==> src/rtl/urv_imem_bridge_if.sv <==
// Pipelined Wishbone-style instruction read bus between the uRV fetch bridge and memory.
interface urv_imem_bridge_if;
    logic [31:0] ib_adr_o;
    logic        ib_cyc_o;
    logic        ib_stb_o;
    logic        ib_stall_i;
    logic        ib_ack_i;
    logic        ib_err_i;
    logic [31:0] ib_dat_i;

    modport master (
        output ib_adr_o, ib_cyc_o, ib_stb_o,
        input  ib_stall_i, ib_ack_i, ib_err_i, ib_dat_i
    );

    modport slave (
        input  ib_adr_o, ib_cyc_o, ib_stb_o,
        output ib_stall_i, ib_ack_i, ib_err_i, ib_dat_i
    );
endinterface

==> src/rtl/urv_imem_bridge.sv <==
// uRV fetch-port to instruction-bus bridge: one-entry instruction buffer, single-outstanding
// bus reads on a miss, fence.i flush, bus watchdog and error reporting.
module urv_imem_bridge #(
    parameter int unsigned TIMEOUT_CYCLES = 255
) (
    input  logic                      clk_i,
    input  logic                      rst_n_i,
    input  logic [31:0]               im_addr_i,
    output logic [31:0]               im_data_o,
    output logic                      im_valid_o,
    output logic                      im_err_o,
    input  logic                      flush_i,
    output logic [31:0]               miss_cnt_o,
    urv_imem_bridge_if.master         ib
);

    localparam logic [1:0] ST_IDLE = 2'd0;
    localparam logic [1:0] ST_REQ  = 2'd1;
    localparam logic [1:0] ST_WAIT = 2'd2;

    localparam logic [15:0] WDOG_LAST = 16'(TIMEOUT_CYCLES - 1);

    logic [1:0]  state;
    logic [31:0] addr_p0;
    logic [31:0] req_addr;
    logic [31:0] buf_addr;
    logic [31:0] buf_data;
    logic        buf_vld;
    logic        discard;
    logic [15:0] wdog;

    logic hit;
    logic issue;
    logic timeout;
    logic abort;
    logic fill;
    logic done;

    always_comb begin
        addr_p0 = {im_addr_i[31:2], 2'b00};
        hit     = buf_vld && (addr_p0 == buf_addr) && !flush_i;
        issue   = (state == ST_IDLE) && !hit && !flush_i;
        timeout = (state == ST_WAIT) && (wdog == WDOG_LAST);
        // err beats ack; a timeout only fires when the slave stayed silent that cycle
        abort   = (state == ST_WAIT) && (ib.ib_err_i || (timeout && !ib.ib_ack_i));
        fill    = (state == ST_WAIT) && ib.ib_ack_i && !ib.ib_err_i && !discard && !flush_i;
        done    = (state == ST_WAIT) && (ib.ib_ack_i || ib.ib_err_i || timeout);
    end

    always_ff @(posedge clk_i) begin
        if (issue) begin
            req_addr <= addr_p0;
        end
        if (fill) begin
            buf_addr <= req_addr;
            buf_data <= ib.ib_dat_i;
        end
    end

    always_ff @(posedge clk_i or negedge rst_n_i) begin
        if (!rst_n_i) begin
            state       <= ST_IDLE;
            buf_vld     <= 1'b0;
            discard     <= 1'b0;
            wdog        <= 16'd0;
            im_valid_o  <= 1'b0;
            im_err_o    <= 1'b0;
            im_data_o   <= 32'd0;
            ib.ib_adr_o <= 32'd0;
            ib.ib_cyc_o <= 1'b0;
            ib.ib_stb_o <= 1'b0;
            miss_cnt_o  <= 32'd0;
        end else begin
            im_valid_o <= hit;
            im_err_o   <= 1'b0;
            if (hit) begin
                im_data_o <= buf_data;
            end
            if (flush_i) begin
                buf_vld <= 1'b0;
            end
            if (flush_i && (state != ST_IDLE)) begin
                discard <= 1'b1;
            end

            case (state)
                ST_IDLE: begin
                    if (issue) begin
                        ib.ib_adr_o <= addr_p0;
                        ib.ib_cyc_o <= 1'b1;
                        ib.ib_stb_o <= 1'b1;
                        miss_cnt_o  <= miss_cnt_o + 32'd1;
                        state       <= ST_REQ;
                    end
                end

                ST_REQ: begin
                    if (!ib.ib_stall_i) begin
                        ib.ib_stb_o <= 1'b0;
                        wdog        <= 16'd0;
                        state       <= ST_WAIT;
                    end
                end

                ST_WAIT: begin
                    wdog <= wdog + 16'd1;
                    if (fill) begin
                        buf_vld <= 1'b1;
                        // fetch still waiting on this very word: forward it straight away
                        if (addr_p0 == req_addr) begin
                            im_valid_o <= 1'b1;
                            im_data_o  <= ib.ib_dat_i;
                        end
                    end
                    if (abort) begin
                        buf_vld  <= 1'b0;
                        im_err_o <= !discard && !flush_i && !hit;
                    end
                    if (done) begin
                        ib.ib_cyc_o <= 1'b0;
                        discard     <= 1'b0;
                        state       <= ST_IDLE;
                    end
                end

                default: begin
                    state <= ST_IDLE;
                end
            endcase
        end
    end

endmodule

==> src/flat_wrapper.sv <==
// flat-port wrapper written by rule: the top's interface ports become plain ports
module urv_imem_bridge_flat 
#(
    parameter int unsigned TIMEOUT_CYCLES = 255
)
  (clk_i, rst_n_i, im_addr_i, im_data_o, im_valid_o, im_err_o, flush_i, miss_cnt_o, ib_ib_adr_o, ib_ib_cyc_o, ib_ib_stb_o, ib_ib_stall_i, ib_ib_ack_i, ib_ib_err_i, ib_ib_dat_i);
  urv_imem_bridge_if ib_i ();
  input  logic clk_i;
  input  logic rst_n_i;
  input  logic [31:0] im_addr_i;
  output logic [31:0] im_data_o;
  output logic im_valid_o;
  output logic im_err_o;
  input  logic flush_i;
  output logic [31:0] miss_cnt_o;
  output wire logic [$bits(ib_i.ib_adr_o)-1:0] ib_ib_adr_o;
  output wire logic [$bits(ib_i.ib_cyc_o)-1:0] ib_ib_cyc_o;
  output wire logic [$bits(ib_i.ib_stb_o)-1:0] ib_ib_stb_o;
  input wire logic [$bits(ib_i.ib_stall_i)-1:0] ib_ib_stall_i;
  input wire logic [$bits(ib_i.ib_ack_i)-1:0] ib_ib_ack_i;
  input wire logic [$bits(ib_i.ib_err_i)-1:0] ib_ib_err_i;
  input wire logic [$bits(ib_i.ib_dat_i)-1:0] ib_ib_dat_i;
  assign ib_ib_adr_o = ib_i.ib_adr_o;
  assign ib_ib_cyc_o = ib_i.ib_cyc_o;
  assign ib_ib_stb_o = ib_i.ib_stb_o;
  assign ib_i.ib_stall_i = ib_ib_stall_i;
  assign ib_i.ib_ack_i = ib_ib_ack_i;
  assign ib_i.ib_err_i = ib_ib_err_i;
  assign ib_i.ib_dat_i = ib_ib_dat_i;
  urv_imem_bridge #(.TIMEOUT_CYCLES(TIMEOUT_CYCLES)) u_core (.clk_i(clk_i), .rst_n_i(rst_n_i), .im_addr_i(im_addr_i), .im_data_o(im_data_o), .im_valid_o(im_valid_o), .im_err_o(im_err_o), .flush_i(flush_i), .miss_cnt_o(miss_cnt_o), .ib(ib_i));
endmodule
==> config.mk <==
export PLATFORM = sky130hd
export DESIGN_NAME = urv_imem_bridge_flat
export DESIGN_NICKNAME = d
export VERILOG_FILES = /design/src/rtl/urv_imem_bridge_if.sv /design/src/rtl/urv_imem_bridge.sv /design/src/flat_wrapper.sv
export SDC_FILE = /design/constraint.sdc
export NUM_CORES = 1
export LEC_CHECK = 0
export BUFFER_PORTS_ARGS = -buffer_cell sky130_fd_sc_hd__buf_2
export CORE_MARGIN = 5
export CORE_UTILIZATION = 45
export CTS_BUF_LIST = sky130_fd_sc_hd__clkbuf_16
export CTS_CLUSTER_SIZE = 16
export DETAILED_ROUTE_END_ITERATION = 8
export PLACE_DENSITY_LB_ADDON = 0.12
export SLEW_MARGIN = 20
export SYNTH_ARGS = -nofsm -noshare
export SYNTH_HDL_FRONTEND = slang
export SYNTH_SLANG_ARGS = --single-unit
==> constraint.sdc <==
create_clock -name clk_i -period 5.4 [get_ports clk_i]
set_clock_uncertainty 0.05 [all_clocks]
set_input_delay 0.54 -clock clk_i [delete_from_list [all_inputs] [get_ports clk_i]]
set_output_delay 0.54 -clock clk_i [all_outputs]
set_load 0.01 [all_outputs]
==> run metrics <==
total I/O pin count 170; internal power approximately 0.0032 W; final clock period utilization by the worst path 60.4%; measured slew at the worst slew-check pin just over 1 ns; Mapped Cells roughly 600; Worst Path Class, Setup flip-flop to flip-flop; Final HPWL DP around 13000 um; Post-Syn Area between 0.008 and 0.009 mm^2; clock power share between 30% and 40%; clock slew seen by the registers of the worst setup and hold paths 0.06 ns; asr flop ratio synth 56.2%; Reg2Reg Setup Slack between 2 and 2.5 ns; class of the worst hold path input port to asynchronous set/reset pin; EDFF count, synth 92; postcts setup bufs 0; layout cells sized above 1 35.9%; Final WS setup roughly 2.1 ns; Iter 0 DRT Violations roughly 310; arrival time worst endpoint about 3.6 ns; vias in the first global route approximately 5.7k; root buffer cell clkbuf_16; post-DR vias/cell around 5.1; clk sinks 210; fin. max-slew vios 0; Avg Inst Size Synth between 10 and 15 um^2; launching element type of the critical path flip-flop; Leakage around 4.6 nW; synthesis-stage register bit count 210; CP cell instances xnor2_1 > nand4_1 > or4_4 > o21ai_4 > buf_4 > mux2_2; Critical Path End Type flip-flop; post-cts gate resize count 0; outcome finished clean; gr ovfl total 0; r2r worst-path depth 6; worst-skew pair later-pin latency ~0.49 ns; global routing met3 resource utilization about 3%; worst reg2reg path startpoint u_core.buf_addr[18]; met2 usage in global routing 27.2%; max incr delay on CP roughly 0.78 ns; TritonCTS clock tree built; Total Routing Usage GR between 15 and 20%; routed via count 5508; Core Rows slightly above 50; WL final 18500 um; Worst EP required ~5.7 ns; Synth top area share about 33%; Sw Share about a quarter; Max Cap Viol 0; switching pwr ~0.0012 W; Combinational Power Share between 15 and 20%; sequential area share after synthesis approximately 65%; GRT met1 Usage roughly 23%; Final Hold Slack around 0.093 ns; first-pass GRT wire length just under 30000 um; grt peak-use layer met2; Power Density around 410 mW/mm^2; maximum vdd drop between 0.2 and 0.3 mV; number of cells in the finished layout apart from fillers 1070; Max-slew headroom 31.9%; leading area contributor after synthesis dfrtp_1; hold buffer count at CTS 0; H-tree depth 1; DRC violations left 0; antenna violations before repair 0; Crit path depth 6; worst-path fanout max 31; Synth cell types 46; DIE WIDTH between 150 and 200 um; FILL cells 1679; post-detailed-route wirelength per cell 17.3 um; area growth from synthesis to layout 20.8%; CORE AREA 0.0194 mm^2; sequential share of power 47.5%; CTS buffer count 23; DIE HEIGHT 150 um; dpl ws roughly 1.8 ns; CTS Buffer Depth 3; cell with the most instances after synthesis dfrtp_1; largest net degree at the start of global routing 63; prevailing post-synth register cell dfrtp_1; CP max stage cell o21ai_4; worst reg2reg path endpoint u_core.ib.ib_adr_o[12]; Min Clock Period, post-route approximately 3.3 ns; Placed Instances a little over 1k; 1st-pass router iterations 5; fin util 55.2%; full die area about 0.023 mm^2; Port Buf Inserts 165; Final ANT Viol Nets 0; Starting Density a little under half; Fin. Hold Viols 0; RSZ-0062 raised after global routing no; GPL Wtd Cong between 0.8 and 0.9; CP delay by family, top compound AO/OA/AOI/OAI gates; Fmax slightly above 0.3 GHz; Synth area leaders dfrtp_1, edfxtp_1, mux2_2; WP buf/inv 1; setup_tns 0 ns; final setup vio count 0; commonest cells in the netlist dfrtp_1, edfxtp_1, mux2_2, xnor2_1, xor2_1; Synth Warn # 0; Layout Nets between 800 and 900
## metal layers
layer,part of all wire [%],wire (um),vias to the layer above
li1,-,-,2615
met1,43,8000,2712
met2,49,9120,155
met3,6.3,1160,26
met4,1.3,244,0
met5,0,0,-
## placed cells by master (no fill, tap or decap), drive strengths merged, types with 2 or more instances in the layout
cell type  Yosys  final
o31ai          3      3
nand3         24     24
nor4          20     20
nand2         21     21
a21oi          3      3
and4           4      4
o211ai         2      2
or4            2      2
nor3          15     15
nor2          10     10
or2            2      2
clkinv         0     10
conb           1      2
dfrtp        118    118
edfxtp        92     92
xor2          35     35
o21ai         14     14
nand4         33     33
nor3b          2      2
and2           4      4
inv            9     12
xnor2         59     59
mux2          95     95
and3           8      8
a21o           2      2
ha             3      3
bufinv         0      3
clkbuf         5     24
buf           15    170
## kinds of logic after synthesis
| group | count (synthesis) | synth area share (%) |
|---|---|---|
| flip-flops | 210 | 64.5 |
| AND/OR/NAND/NOR | 151 | 9.70 |
| multiplexers | 95 | 12.1 |
| XOR/XNOR | 94 | 9.29 |
| AO/OA/AOI/OAI | 29 | 2.12 |
| buffers and inverters | 29 | 1.84 |
| adder cells (fa/ha/maj) | 3 | 0.424 |
| other | 1 | 0.0423 |
## state kept, by name, indices dropped and copies added (netlist names)
register / count
u_core.state: 2
u_core.im_valid_o: 1
u_core.im_err_o: 1
u_core.req_addr: 30
u_core.discard: 1
u_core.ib.ib_stb_o: 1
u_core.miss_cnt_o: 32
u_core.ib.ib_adr_o: 30
u_core.im_data_o: 32
u_core.buf_vld: 1
u_core.wdog: 16
u_core.buf_addr: 30
u_core.ib.ib_cyc_o: 1
u_core.buf_data: 32
## area by class of cell
| cell class | instances | area (um^2) | share of cell area (%) |
|---|---|---|---|
| clock buffers | 24 | 601 | 5.61 |
| diodes | 1 | 2.50 | 0.0234 |
| well taps | 265 | 332 | 3.10 |
| flip-flops and latches | 210 | 5720 | 53.4 |
| multi-input cells | 374 | 2990 | 27.9 |
| clock inverters | 17 | 164 | 1.53 |
| repair buffers | 170 | 866 | 8.09 |
| inverters | 9 | 33.8 | 0.316 |
## power groups by stage
| stage | logic (W) | registers, W | clock network, W |
|---|---|---|---|
| 6_report | 0.000715 | 0.00206 | 0.00156 |
| 5_1_grt | 0.000787 | 0.00209 | 0.00168 |
| 4_1_cts | 0.000738 | 0.00206 | 0.00161 |
| 3_5_place_dp | 0.000733 | 0.00209 | 0 |
| 3_3_place_gp | 0.000712 | 0.00207 | 0 |
| 2_1_floorplan | 0.000350 | 0.00215 | 0 |
## worst max-delay path by stage
stage	startpoint	to
2_1_floorplan	im_addr_i[3]	u_core.ib.ib_cyc_o
3_3_place_gp	im_addr_i[2]	u_core.ib.ib_adr_o[12]
3_5_place_dp	im_addr_i[2]	u_core.ib.ib_adr_o[12]
4_1_cts	u_core.buf_addr[2]	u_core.ib.ib_adr_o[12]
5_1_grt	u_core.buf_addr[26]	u_core.ib.ib_adr_o[6]
6_report	u_core.buf_addr[18]	u_core.ib.ib_adr_o[12]
## through the flow
stage	power [W]	area (um^2)
2_1_floorplan	0.00250	8860
3_3_place_gp	0.00279	9930
3_5_place_dp	0.00282	9930
4_1_cts	0.00441	10700
5_1_grt	0.00455	10700
6_report	0.00434	10700
Note: power is estimated with default switching activity, not from simulation.
